<file path="src/rtl/torreta_pkg.sv">
// Shared definitions for the turret control units: FSM state codes, which
// double as the db_estado debug encoding.
package torreta_pkg;

  localparam int ESTADO_W = 3;

  typedef enum logic [ESTADO_W-1:0] {
    PARADO          = 3'd0,
    AGUARDA_POSICAO = 3'd1,
    CICLO           = 3'd2,
    AVANCA          = 3'd3,
    FALHA           = 3'd4
  } estado_t;

endpackage

</file>
<file path="src/rtl/contador_acomodacao.sv">
// Modulo-M servo settle timer: counts while conta=1, wraps after M-1 and
// flags that last count with a single-cycle fim.
module contador_acomodacao #(
  parameter int M = 4,
  parameter int W = $clog2(M + 1)
) (
  input  logic clock,
  input  logic reset,
  input  logic zera,
  input  logic conta,
  output logic fim
);

  localparam logic [W-1:0] ULTIMO = W'(M - 1);

  logic [W-1:0] r_valor;

  always_ff @(posedge clock) begin
    if (reset || zera) begin
      r_valor <= '0;
    end else if (conta) begin
      if (r_valor == ULTIMO) r_valor <= '0;
      else                   r_valor <= r_valor + W'(1);
    end
  end

  assign fim = conta && (r_valor == ULTIMO);

endmodule

</file>
<file path="src/rtl/torreta_varredura_uc.sv">
// Sweep scheduler above torreta_uc: ping-pong servo indexing with settle
// delay, consecutive-timeout fault detection and last-threat position latch.
module torreta_varredura_uc
  import torreta_pkg::*;
#(
  parameter int N_POS        = 8,
  parameter int POS_W        = 3,
  parameter int T_ACOMODA    = 25_000_000,
  parameter int MAX_TIMEOUTS = 3
) (
  input  logic             clock,
  input  logic             reset,
  input  logic             ligar,
  input  logic             girar,
  input  logic             pronto_ciclo,
  input  logic             timeout_medicao,
  input  logic             ameaca_detectada,
  output logic             ligar_torreta,
  output logic [POS_W-1:0] posicao,
  output logic             direcao,
  output logic             falha,
  output logic [POS_W-1:0] ameaca_posicao,
  output logic             ameaca_valida,
  output logic [2:0]       db_estado
);

  localparam int TO_W = $clog2(MAX_TIMEOUTS + 1);

  localparam logic [TO_W-1:0]  TO_MAX  = TO_W'(MAX_TIMEOUTS);
  localparam logic [POS_W-1:0] POS_ULT = POS_W'(N_POS - 1);
  localparam logic [POS_W-1:0] POS_PEN = POS_W'(N_POS - 2);
  localparam logic [POS_W-1:0] POS_UM  = POS_W'(1);

  estado_t          r_estado;
  logic [POS_W-1:0] r_posicao;
  logic             r_direcao;
  logic             r_falha;
  logic [POS_W-1:0] r_ameaca_posicao;
  logic             r_ameaca_valida;
  logic [TO_W-1:0]  r_n_timeouts;
  logic             r_teve_timeout;

  logic             w_fim;
  logic             w_zera;
  logic             w_conta;
  logic             w_ativo;
  logic [TO_W-1:0]  w_n_timeouts_inc;
  logic             w_falha_agora;

  function automatic logic [TO_W-1:0] inc_saturado(input logic [TO_W-1:0] n);
    return (n >= TO_MAX) ? TO_MAX : n + TO_W'(1);
  endfunction

  // Settle timer runs only while waiting; held at zero everywhere else so
  // every entry into AGUARDA_POSICAO starts from a cleared count.
  assign w_conta = (r_estado == AGUARDA_POSICAO);
  assign w_zera  = !ligar || (r_estado != AGUARDA_POSICAO);

  contador_acomodacao #(
    .M (T_ACOMODA)
  ) u_acomoda (
    .clock (clock),
    .reset (reset),
    .zera  (w_zera),
    .conta (w_conta),
    .fim   (w_fim)
  );

  assign w_ativo          = (r_estado != PARADO) && (r_estado != FALHA);
  assign w_n_timeouts_inc = inc_saturado(r_n_timeouts);
  assign w_falha_agora    = (r_estado == CICLO) && timeout_medicao &&
                            (w_n_timeouts_inc == TO_MAX);

  always_ff @(posedge clock) begin
    if (reset) begin
      r_estado         <= PARADO;
      r_posicao        <= '0;
      r_direcao        <= 1'b0;
      r_falha          <= 1'b0;
      r_ameaca_posicao <= '0;
      r_ameaca_valida  <= 1'b0;
      r_n_timeouts     <= '0;
      r_teve_timeout   <= 1'b0;
    end else if (!ligar) begin
      // Position, direction and threat memory survive a disable.
      r_estado       <= PARADO;
      r_falha        <= 1'b0;
      r_n_timeouts   <= '0;
      r_teve_timeout <= 1'b0;
    end else begin
      if (w_ativo) begin
        // A pronto that closes a timed-out cycle must not reset the run of
        // consecutive timeouts; only a clean cycle does.
        if (timeout_medicao) begin
          r_n_timeouts   <= w_n_timeouts_inc;
          r_teve_timeout <= 1'b1;
        end else if (pronto_ciclo) begin
          if (!r_teve_timeout) r_n_timeouts <= '0;
          r_teve_timeout <= 1'b0;
        end
        if (pronto_ciclo && ameaca_detectada) begin
          r_ameaca_posicao <= r_posicao;
          r_ameaca_valida  <= 1'b1;
        end
      end

      case (r_estado)
        PARADO: r_estado <= AGUARDA_POSICAO;
        AGUARDA_POSICAO: begin
          if (w_fim) r_estado <= CICLO;
        end
        CICLO: begin
          if (w_falha_agora) begin
            r_estado <= FALHA;
            r_falha  <= 1'b1;
          end else if (girar) begin
            r_estado <= AVANCA;
          end
        end
        AVANCA: begin
          if (!r_direcao) begin
            if (r_posicao == POS_ULT) begin
              r_direcao <= 1'b1;
              r_posicao <= POS_PEN;
            end else begin
              r_posicao <= r_posicao + POS_UM;
            end
          end else begin
            if (r_posicao == '0) begin
              r_direcao <= 1'b0;
              r_posicao <= POS_UM;
            end else begin
              r_posicao <= r_posicao - POS_UM;
            end
          end
          r_estado <= AGUARDA_POSICAO;
        end
        FALHA:   r_estado <= FALHA;
        default: r_estado <= PARADO;
      endcase
    end
  end

  // AVANCA keeps torreta_uc enabled so the pronto following girar completes.
  assign ligar_torreta  = (r_estado == CICLO) || (r_estado == AVANCA);
  assign posicao        = r_posicao;
  assign direcao        = r_direcao;
  assign falha          = r_falha;
  assign ameaca_posicao = r_ameaca_posicao;
  assign ameaca_valida  = r_ameaca_valida;
  assign db_estado      = r_estado;

endmodule

</file>
<file path="config.mk">
export PLATFORM = sky130hd
export DESIGN_NAME = torreta_varredura_uc
export DESIGN_NICKNAME = d
export VERILOG_FILES = /design/src/rtl/torreta_pkg.sv /design/src/rtl/contador_acomodacao.sv /design/src/rtl/torreta_varredura_uc.sv
export SDC_FILE = /design/constraint.sdc
export NUM_CORES = 1
export LEC_CHECK = 0
export ABC_AREA = 1
export CORE_MARGIN = 2
export CORE_UTILIZATION = 51
export DETAILED_ROUTE_END_ITERATION = 10
export GPL_TIMING_DRIVEN = 0
export HOLD_SLACK_MARGIN = 0.02
export MAX_ROUTING_LAYER = met4
export PLACE_DENSITY = 0.76
export SYNTH_ARGS = -nofsm -noshare
export SYNTH_HDL_FRONTEND = slang
export SYNTH_SLANG_ARGS = --single-unit
</file>
<file path="constraint.sdc">
create_clock -name clock -period 1.46 [get_ports clock]
set_input_delay 0.292 -clock clock [delete_from_list [all_inputs] [get_ports clock]]
set_output_delay 0.292 -clock clock [all_outputs]
set_load 0.01 [all_outputs]
</file>
==> metrics.cfg, run 1 <==
[worst_setup_path]
path_max_fanout=4
critPathBufInv=2
critPathArrivalTime_ps=1670
path_delay_family=simple AND/OR/NAND/NOR gates
endpoint_kind=flip-flop
slowest_stage=dfxtp_2
path_class=reg2reg
critPathLaunch=u_acomoda.r_valor[1]
cp.required_ps=1660
slowest_delay_ps=360
worstReg2RegStart=u_acomoda.r_valor[1]
crit_path_start_kind=flip-flop
path_cells=ha_4 -> nand2_4 -> nor2_4 -> buf_6 -> nand2_4 -> nor2_4 -> buf_4 -> nand2_1 -> nor2_1 -> nor3_1
regToRegSetupSlack_ps=-10

[place]
gp_congestion=0.915
dp.cells=373
pre_cts_slack_ps=-352
portBuffers=19
dp_hpwl_um=3190
placed_cell_area_mm2=0.00233

[clock_network]
clock-sinks=40
clk_latency_ps=300
holdBufCountCts=0
htreeDepth=2
cts_tree=built
path_clk_slew_ps=80
clock_path_buffers=2
cts-root-buf=clkbuf_8
numCtsBuffers=5

[layout]
final_util_pct=68.2
final_area_mm2=0.00269
syn_to_final_growth_pct=29.7
stdcell_count=395
diodes=0
drive_gt1_share_pct=22.3
fillerInstances=317
nets=356

[drt]
vias=1971
detail_route.wl_per_cell_um=12.7
ant_nets=0
first_pass_iters=4
vias_per_cell=4.99
wirelength_um=5020
drt_iter0_markers=80
drc=0

[synth]
synth_nets=315
ys.warnings.count=0
yosys.cell_count.top_type=nor2_1
yosysSeqAreaShare_pct=38.6
synth_common_cells=nor2_1, nand2_1, inv_1, dfxtp_1
synthDistinctLibCells=30
synthCells=304
synth-edff-count=0
syn_area_mm2=0.00207
yosysTopAreaCellShare_pct=38.6
ys_async_sr_fraction_pct=0
synth_top_area_cell=dfxtp_1
avgSynthCellArea_um2=6.82
ys_top_cells_by_area=dfxtp_1, nor2_1, nand2_1
synthFlopType=dfxtp_1
synth-seq-cells=40

[hold_path]
holdCritPathClass=in2reg
min-delay-start=reset

[timing]
post-route-min-period_ps=1470
clock.fmax_mhz=678
timing.final.ws_setup_ps=-14.0
skew_ps=9.49
finalSetupViolCount=2
max_slew_margin_pct=74.5
hold_viol=0
min_period_over_period_pct=101
rsz0062_at_grt=true
tightest_slew_ps=379
final-max-slew-violation-count=0

[grt]
grt_max_degree=13
grt_first_pass_wirelength_um=7610
grtUsageTotal_pct=23.1
grt_pass1_vias=1706
grt-ovfl-total=0
antenna_found_initial=0

[floorplan]
die_x_um=67.8
dieArea_mm2=0.00459
core_area_mm2=0.00394
rows=23
io_pins=20
die_y_um=67.8
initial_core_util_pct=52.6

[pwr]
power_density_mw_per_mm2=725
peakVddDrop_mv=0.635
leakagePower_nw=1.12

[outcome]
violations=setup timing
outcome=finished with violations

[job]
max_cap_viol_count=0

routing by layer:
layer	track usage (%)	routed length [um]
met1	29.5	2360
met5	-	0
met4	9.44	97
met2	35.7	2410
met3	4.50	154
metrics by stage:
stage	total power [W]	TNS (ps)	hold slack [ps]
final	0.00195	-20.5	313
after floorplan	0.00118	0	361
after detailed placement	0.00122	-7750	442
after global routing	0.00201	-754	340
after global placement	0.00122	-7430	433
after CTS	0.00194	-166	453
state kept, by name, summed over array words and instances, names as in the netlist:
register	count
posicao	3
r_n_timeouts	2
db_estado	3
r_teve_timeout	1
ameaca_valida	1
direcao	1
ameaca_posicao	3
u_acomoda.r_valor	25
falha	1
worst register-to-register path, delay by kind of cell, from the launching register on:
| family | cells | cell delay [ps] |
|---|---|---|
| adders and majority gates | 1 | 150 |
| buffers and inverters | 2 | 260 |
| DFF | 1 | 360 |
| and+or+nand+nor | 7 | 600 |
final cells by class:
type,instances,area [um2],share of cell area [%]
tap,50,62.6,2.33
inverter,44,165,6.14
buffer,1,5.00,0.186
timing repair buffer,35,328,12.2
sequential,40,817,30.4
clock inverter,2,12.5,0.465
multi-input combinational,218,1230,45.7
clock buffer,5,68.8,2.56
repair_timing:
item	4_1_cts	5_1_grt
pin swaps	4	17
setup endpoints to repair	31	30
gates resized for setup	32	41
cloned	1	0
buffers inserted	7	9
logic make-up after synthesis:
| group | count (synthesis) | share of synthesized area (%) |
|---|---|---|
| AO/OA/AOI/OAI | 40 | 10.9 |
| flip-flops | 40 | 38.6 |
| adder cells (fa/ha/maj) | 4 | 2.41 |
| AND/OR/NAND/NOR | 165 | 35.5 |
| buffers and inverters | 46 | 8.75 |
| XOR/XNOR | 9 | 3.80 |
cells in the final DEF, fill, tap and decap left out, types with 3 or more instances in the layout:
master           instances
a21oi_1                 19
buf_4                   11
buf_6                    3
clkbuf_8                 5
clkdlybuf4s50_1          5
dfxtp_1                 27
dfxtp_2                 13
dlygate4sd2_1           11
ha_1                     3
inv_1                   41
nand2_1                 52
nand2_2                  3
nand2_4                  6
nand3_1                 18
nand4_1                  3
nor2_1                  52
nor2_2                   9
nor2_4                   8
nor3_1                   6
o21ai_0                 11
xor2_1                   6
final timing paths:
path,endpoint,depth (start not counted)
hold reg to reg,falha,2
hold / removal,posicao[0],2
setup / recovery,u_acomoda.r_valor[20],10
setup reg to reg,u_acomoda.r_valor[20],10
where the power goes:
group          switching, W  total [W]  internal (W)  leakage, nW
sequential       0.00000685    0.00111       0.00110        0.329
combinational     0.0000630   0.000116     0.0000526        0.748
clock              0.000404   0.000728      0.000324       0.0400
total              0.000474    0.00195       0.00147         1.12
Power figures use the tool's default switching activity.
==> inputs of run 2 (changes only) <==
- ABC_CLOCK_PERIOD_IN_PS: unset -> 1460
- GPL_ROUTABILITY_DRIVEN: unset -> 0
==> results of run 2 <==
Final layout, timing and power as in run 1 (identical DEF).
